### config.mk
export PLATFORM = sky130hd
export DESIGN_NAME = cga_composite_decoder
export DESIGN_NICKNAME = d
export VERILOG_FILES = /design/src/rtl/cga_comp_pkg.sv /design/src/rtl/cga_burst_lock.sv /design/src/rtl/cga_composite_decoder.sv
export SDC_FILE = /design/constraint.sdc
export NUM_CORES = 1
export LEC_CHECK = 0
export CORE_UTILIZATION = 55
export CTS_BUF_LIST = sky130_fd_sc_hd__clkbuf_8
export DETAILED_ROUTE_END_ITERATION = 16
export GPL_TIMING_DRIVEN = 0
export PLACE_DENSITY = 0.84
export SYNTH_ARGS = -nofsm -noshare
export SYNTH_HDL_FRONTEND = slang
export SYNTH_SLANG_ARGS = --single-unit
### constraint.sdc
create_clock -name clk -period 11.97 [get_ports clk]
set_input_delay 1.197 -clock clk [delete_from_list [all_inputs] [get_ports clk]]
set_output_delay 1.197 -clock clk [all_outputs]
set_load 0.05 [all_outputs]
### src/rtl/cga_comp_pkg.sv
`default_nettype none
// ============================================================================
//  Module      : cga_comp_pkg
//  Description : Shared constants, types and the burst-window compare helper
//                for the CGA composite decoder.
//  Revision    : 1.0 - initial release
// ============================================================================
package cga_comp_pkg;

    // Default thresholds, overridable per instance.
    localparam int c_sync_th_def     = 15;
    localparam int c_vs_min_def      = 192;
    localparam int c_vs_end_def      = 128;
    localparam int c_burst_start_def = 16;
    localparam int c_burst_min_def   = 64;

    // Burst window length in samples: 8 subcarrier cycles of 4 samples.
    localparam int c_burst_len = 32;

    // 8 samples per phase of at most 127 each fit in 10 bits.
    localparam int c_acc_w  = 10;
    localparam int c_line_w = 10;
    localparam int c_run_w  = 9;

    typedef logic [c_acc_w-1:0]  acc_t;
    typedef logic [c_line_w-1:0] line_t;
    typedef logic [c_line_w:0]   line_ext_t;
    typedef logic [c_run_w-1:0]  run_t;

    // True while line_idx lies inside [start, start + c_burst_len). The upper
    // bound is evaluated one bit wider so a late start cannot wrap.
    function automatic logic in_burst_window(input line_t line_idx, input line_t start);
        return (line_idx >= start) &&
               ({1'b0, line_idx} < ({1'b0, start} + line_ext_t'(c_burst_len)));
    endfunction

endpackage
`default_nettype wire

### src/rtl/cga_burst_lock.sv
`default_nettype none
// ============================================================================
//  Module      : cga_burst_lock
//  Description : Per-phase colour-burst accumulators, window gating and the
//                argmax/spread decision that yields burst_phase and
//                colour_valid, held from one window close to the next.
//  Revision    : 1.0 - initial release
// ============================================================================
module cga_burst_lock
    import cga_comp_pkg::*;
#(
    parameter int BURST_START = c_burst_start_def,
    parameter int BURST_MIN   = c_burst_min_def
) (
    input  logic       clk,
    input  logic       rst_n,
    input  logic       sample_en,
    input  logic [6:0] sample,
    input  logic [1:0] ph,
    input  line_t      line_idx,
    input  logic       sync_end,
    output logic [1:0] burst_phase,
    output logic       colour_valid
);

    localparam line_t     c_start      = line_t'(BURST_START);
    localparam line_ext_t c_close      = line_ext_t'(BURST_START + c_burst_len);
    localparam acc_t      c_min_spread = acc_t'(BURST_MIN);

    acc_t       r_acc [4];
    logic [1:0] r_burst_phase;
    logic       r_colour_valid;

    logic       w_in_window;
    logic       w_close;
    acc_t       w_max;
    acc_t       w_min;
    logic [1:0] w_arg;

    assign w_in_window = in_burst_window(line_idx, c_start);
    // The close sample is the first one past the window, so the accumulators
    // already hold their final totals when it arrives.
    assign w_close     = ({1'b0, line_idx} == c_close);

    // Sum burst samples into the accumulator of their subcarrier phase; every line restarts at zero.
    always_ff @(posedge clk or negedge rst_n) begin
        if (!rst_n) begin
            for (int i = 0; i < 4; i++) begin
                r_acc[i] <= '0;
            end
        end else if (sample_en) begin
            if (sync_end) begin
                for (int i = 0; i < 4; i++) begin
                    r_acc[i] <= '0;
                end
            end else if (w_in_window) begin
                r_acc[ph] <= r_acc[ph] + acc_t'(sample);
            end
        end
    end

    // Find the strongest phase (lowest index wins a tie) and the weakest level.
    always_comb begin
        w_max = r_acc[0];
        w_min = r_acc[0];
        w_arg = 2'd0;
        for (int i = 1; i < 4; i++) begin
            if (r_acc[i] > w_max) begin
                w_max = r_acc[i];
                w_arg = 2'(i);
            end
            if (r_acc[i] < w_min) begin
                w_min = r_acc[i];
            end
        end
    end

    // Latch the lock decision only at window close; it holds across lines without a burst.
    always_ff @(posedge clk or negedge rst_n) begin
        if (!rst_n) begin
            r_burst_phase  <= 2'd0;
            r_colour_valid <= 1'b0;
        end else if (sample_en && w_close) begin
            r_burst_phase  <= w_arg;
            r_colour_valid <= ((w_max - w_min) >= c_min_spread);
        end
    end

    assign burst_phase  = r_burst_phase;
    assign colour_valid = r_colour_valid;

endmodule
`default_nettype wire

### src/rtl/cga_composite_decoder.sv
`default_nettype none
// ============================================================================
//  Module      : cga_composite_decoder
//  Description : Recovers hsync/vsync, colour-burst lock, luma and the CGA
//                artifact-colour index from a 7-bit composite sample stream.
//  Revision    : 1.0 - initial release
// ============================================================================
module cga_composite_decoder
    import cga_comp_pkg::*;
#(
    parameter int SYNC_TH     = c_sync_th_def,
    parameter int VS_MIN      = c_vs_min_def,
    parameter int VS_END      = c_vs_end_def,
    parameter int BURST_START = c_burst_start_def,
    parameter int BURST_MIN   = c_burst_min_def
) (
    input  logic       clk,
    input  logic       rst_n,
    input  logic       sample_en,
    input  logic [6:0] comp_video,
    output logic       hsync_out,
    output logic       vsync_out,
    output logic       colour_valid,
    output logic [1:0] burst_phase,
    output logic [6:0] luma,
    output logic [3:0] artifact_idx,
    output logic       pix_valid
);

    localparam logic [6:0] c_sync_th  = 7'(SYNC_TH);
    localparam run_t       c_vs_min   = run_t'(VS_MIN);
    localparam run_t       c_vs_end   = run_t'(VS_END);
    localparam run_t       c_run_max  = '1;
    localparam line_t      c_line_max = '1;

    logic [1:0] r_ph;
    logic       r_hsync;
    run_t       r_run_cnt;
    line_t      r_line_cnt;
    logic       r_vsync;
    logic [6:0] r_hist [3];
    logic [6:0] r_luma;
    logic [3:0] r_artifact;
    logic       r_pix_valid;

    logic       w_sync_lvl;
    logic       w_sync_end;
    run_t       w_run_next;
    line_t      w_line_next;
    logic       w_vsync_next;
    logic [6:0] w_samp [4];
    logic [8:0] w_sum;
    logic [3:0] w_b;
    logic [3:0] w_idx;
    logic       w_blank;

    assign w_sync_lvl = (comp_video < c_sync_th);
    // r_hsync doubles as the previous sample's sync level.
    assign w_sync_end = r_hsync & ~w_sync_lvl;

    // Run length of the current sync/non-sync level, counting the current sample.
    always_comb begin
        w_run_next = r_run_cnt;
        if (w_sync_lvl != r_hsync) begin
            w_run_next = run_t'(1);
        end else if (r_run_cnt != c_run_max) begin
            w_run_next = r_run_cnt + run_t'(1);
        end
    end

    // Sample index within the line, zero on the first sample after sync.
    always_comb begin
        w_line_next = r_line_cnt;
        if (w_sync_end) begin
            w_line_next = '0;
        end else if (r_line_cnt != c_line_max) begin
            w_line_next = r_line_cnt + line_t'(1);
        end
    end

    // Long sync runs start vertical sync; only a long non-sync run ends it, so serrations pass.
    always_comb begin
        w_vsync_next = r_vsync;
        if (w_sync_lvl && (w_run_next >= c_vs_min)) begin
            w_vsync_next = 1'b1;
        end else if (!w_sync_lvl && (w_run_next >= c_vs_end)) begin
            w_vsync_next = 1'b0;
        end
    end

    // Sync separator state. The line counter leaves reset saturated so no burst
    // window can open until a real sync edge gives a line reference.
    always_ff @(posedge clk or negedge rst_n) begin
        if (!rst_n) begin
            r_ph       <= 2'd0;
            r_hsync    <= 1'b0;
            r_run_cnt  <= '0;
            r_line_cnt <= c_line_max;
            r_vsync    <= 1'b0;
        end else if (sample_en) begin
            r_ph       <= r_ph + 2'd1;
            r_hsync    <= w_sync_lvl;
            r_run_cnt  <= w_run_next;
            r_line_cnt <= w_line_next;
            r_vsync    <= w_vsync_next;
        end
    end

    cga_burst_lock #(
        .BURST_START (BURST_START),
        .BURST_MIN   (BURST_MIN)
    ) u_burst_lock (
        .clk          (clk),
        .rst_n        (rst_n),
        .sample_en    (sample_en),
        .sample       (comp_video),
        .ph           (r_ph),
        .line_idx     (w_line_next),
        .sync_end     (w_sync_end),
        .burst_phase  (burst_phase),
        .colour_valid (colour_valid)
    );

    // Four most recent samples, newest (the one arriving now) first.
    assign w_samp[0] = comp_video;
    assign w_samp[1] = r_hist[0];
    assign w_samp[2] = r_hist[1];
    assign w_samp[3] = r_hist[2];

    assign w_sum = 9'(w_samp[0]) + 9'(w_samp[1]) + 9'(w_samp[2]) + 9'(w_samp[3]);

    // A sample is "high" when it exceeds the 4-sample average.
    for (genvar k = 0; k < 4; k++) begin : g_bits
        assign w_b[k] = ({w_samp[k], 2'b00} > w_sum);
    end

    // Sample s_k carries phase (ph - k); bit j picks the sample at phase burst_phase + j.
    for (genvar j = 0; j < 4; j++) begin : g_idx
        assign w_idx[j] = w_b[r_ph - burst_phase - 2'(j)];
    end

    assign w_blank = w_sync_lvl | w_vsync_next;

    // Pixel history and blanked luma / artifact index outputs.
    always_ff @(posedge clk or negedge rst_n) begin
        if (!rst_n) begin
            for (int i = 0; i < 3; i++) begin
                r_hist[i] <= '0;
            end
            r_luma     <= '0;
            r_artifact <= '0;
        end else if (sample_en) begin
            r_hist[0]  <= w_samp[0];
            r_hist[1]  <= w_samp[1];
            r_hist[2]  <= w_samp[2];
            r_luma     <= w_blank ? 7'd0 : w_sum[8:2];
            r_artifact <= (w_blank || !colour_valid) ? 4'd0 : w_idx;
        end
    end

    // pix_valid is a plain one-clock delay of the sample strobe.
    always_ff @(posedge clk or negedge rst_n) begin
        if (!rst_n) begin
            r_pix_valid <= 1'b0;
        end else begin
            r_pix_valid <= sample_en;
        end
    end

    assign hsync_out    = r_hsync;
    assign vsync_out    = r_vsync;
    assign luma         = r_luma;
    assign artifact_idx = r_artifact;
    assign pix_valid    = r_pix_valid;

endmodule
`default_nettype wire

==> results.ini <==
[outcome]
status = complete, no violations

[routing]
first_pass_iters = 6
totalWireLength_mm = 20.1
vias = 6876
routedWlPerCell_um = 18.6
ant_nets = 0
drc = 0
via_per_inst = 6.35
drt-initial-drc-count = 562

[global_route]
grtUsageTotal_pct = 27.2
grt_pass1_wl_mm = 34.1
antenna_found_initial = 0
overflow = 0
grt_max_degree = 51
grt_pass1_vias = 6779

[floorplanning]
initial_core_util_pct = 56.7
fp.dieH_um = 125
dieArea_mm2 = 0.0156
dieWidth_um = 125
num_rows = 44
core_mm2 = 0.0146
ios = 27

[sta]
skew_ps = 14.3
fin_crit_ps = 10390
timing.fmax_ghz = 0.0963
fin_crit_sh_pct = 86.8
rsz0062_at_grt = false
worst_pin_slew_ps = 975
fin_tns_setup_ps = 0
fin_ws_ps = 1580
slew_headroom_pct = 34.6
maxSlewViolCount = 0
setup_viol = 0
hold_viol_final = 0

[clock_tree]
holdBufCountCts = 0
numCtsBuffers = 9
clk_latency_ps = 380
cts-root-buf = clkbuf_8
ctsResizeCount = 0
clock_path_buffers = 2
htreeDepth = 3
cts.sinks = 99
post_cts_buffers = 0
clk_pin_slew_worst_paths_ps = 110
cts_tree = yes

[yosys]
avgSynthCellArea_um2 = 9.71
ys_async_sr_fraction_pct = 100
post_synth_num_cell_types = 69
syn_inst = 855
syn_nets = 987
synth_edf_count = 0
ys_top_cells_by_area = dfrtp_1 (27%), ha_1 (16%), mux2_2 (5.3%)
synth_ff_type = dfrtp_1
ys_seq_area_share_pct = 30.0
synth_top_area_share_pct = 26.8
yosys.area.top_type = dfrtp_1
syn_area_mm2 = 0.00830
yosys_warnings = 0
ys_seq_elements = 99

[final_layout]
fin_util_pct = 61.6
multi_input_area_mm2 = 0.00552
antenna_cells = 0
drive_gt1_share_pct = 10.6
area_growth_syn_to_layout_pct = 8.70
fin_nets = 1025
mostFrequentLayoutCells = ha_1 (106), dfrtp_1 (89), a21oi_1 (69), nand2_1 (60), nor2_1 (52)
fin_area_mm2 = 0.00902
fill_cells = 1182
final_common_cell = ha_1
seq_area_mm2 = 0.00249

[worst_setup_path]
end_kind = register
max_stage_delay_ps = 610
worstReg2RegEnd = u_burst_lock.colour_valid
ff2ff_path_depth = 43
reg2reg_from = u_burst_lock.r_acc[39]
worst-path-max-fanout = 10
r2r_setup_slack_ps = 1580
arrival_ps = 10670
start_kind = register
crit_start = u_burst_lock.r_acc[39]
worst-setup-path-type = reg -> reg
critical_path_required_ps = 12250
cp_common_cell = o21a_1
cp_slowest_cell = or4b_2
cp-endpoint = u_burst_lock.colour_valid

[placed_design]
dpl_cell_area_mm2 = 0.00882
io_buffers = 26
post-place-ws_ps = 1810
hpwl_mm = 15.6
gp_congestion = 0.892

[flow_run]
cap_violations = 0

[hold_path]
min_path_type = reg -> reg

[area by class of cell]
cell class                 count  share of cell area, %
multi-input combinational    681                   61.2
sequential                    99                   27.6
timing repair buffer          27                   3.16
tap                          184                   2.55
inverter                      46                   1.91
clock buffer                   9                   1.37
buffer                        29                   1.32
clock inverter                 7                  0.915
[cell families after synthesis]
kind of cell / share of synthesized area (%)
flops: 30.0
mux: 10.1
compound gates: 21.8
xor+xnor: 2.43
buf+inv: 3.51
fa+ha+maj: 19.8
simple gates: 12.3
[how the worst min path moves through the flow]
stage / from / to / slack (ps) / cells after the start
after global placement: luma[4] / luma[4] / 480 / 1
after detailed placement: luma[1] / luma[1] / 490 / 1
after global routing: luma[1] / luma[1] / 530 / 1
final: luma[5] / luma[5] / 510 / 1
after CTS: r_run_cnt[4] / r_run_cnt[4] / 510 / 1
after floorplan: r_run_cnt[4] / r_run_cnt[4] / 470 / 1
[state kept, by name (all words and copies together), names as in the netlist]
signal	flops
pix_valid	1
u_burst_lock.burst_phase	2
r_line_cnt	10
u_burst_lock.colour_valid	1
luma	7
r_run_cnt	9
r_ph	2
r_hist	21
artifact_idx	4
hsync_out	1
vsync_out	1
u_burst_lock.r_acc	40
[cells in the mapped netlist (2+ instances only)]
library cell  count
nand2_1          60
buf_2             2
inv_1            46
a21oi_1          69
nand4b_1          3
o31ai_1           8
xor2_1            5
and2_1            2
mux2i_1          16
o21ai_0          41
a22o_1           28
nor2_1           52
mux2_2           39
a21o_1            9
ha_1            106
nor3b_1           3
a31o_2            2
a31oi_1           9
and3_1           10
a211o_1           3
dfstp_2          10
o2bb2ai_1        28
or2_2             3
a21boi_0          3
clkbuf_1         22
fa_1             16
buf_1             4
and4_1            3
or3_1             4
mux4_2           10
nor3_1           13
o21ai_1           6
o21a_1           28
o211ai_1          3
nand3_1          19
nand4_1          14
dfrtp_1          89
o21bai_1          6
nand2b_1          3
nor2b_1           9
xnor2_1          18
o22ai_1           4
[routing by layer]
layer | up-vias | wire length, um | global-route usage, %
met1 | 3316 | 9200 | 37.9
met4 | 0 | 501 | 9.76
met3 | 38 | 1180 | 3.78
met2 | 253 | 9220 | 43.5
li1 | 3269 | - | -
met5 | - | 0 | 0
[worst max-delay path, delay by kind of cell, from the launching register on]
family	cells	cell delay [ps]
fa+ha+maj	4	1230
mux	1	250
compound gates	20	4260
flops	1	430
buf+inv	6	1220
simple gates	12	2890
[metrics by stage]
| stage | std cells | hold slack (ps) |
|---|---|---|
| 2_1_floorplan | 855 | 466 |
| 3_3_place_gp | 1065 | 478 |
| 3_5_place_dp | 1066 | 488 |
| 4_1_cts | 1082 | 509 |
| 5_1_grt | 1082 | 531 |
| 6_report | 1082 | 506 |
Power is not shown: default switching activity piles up to over one toggle a cycle in this logic, so the estimate is an artifact.
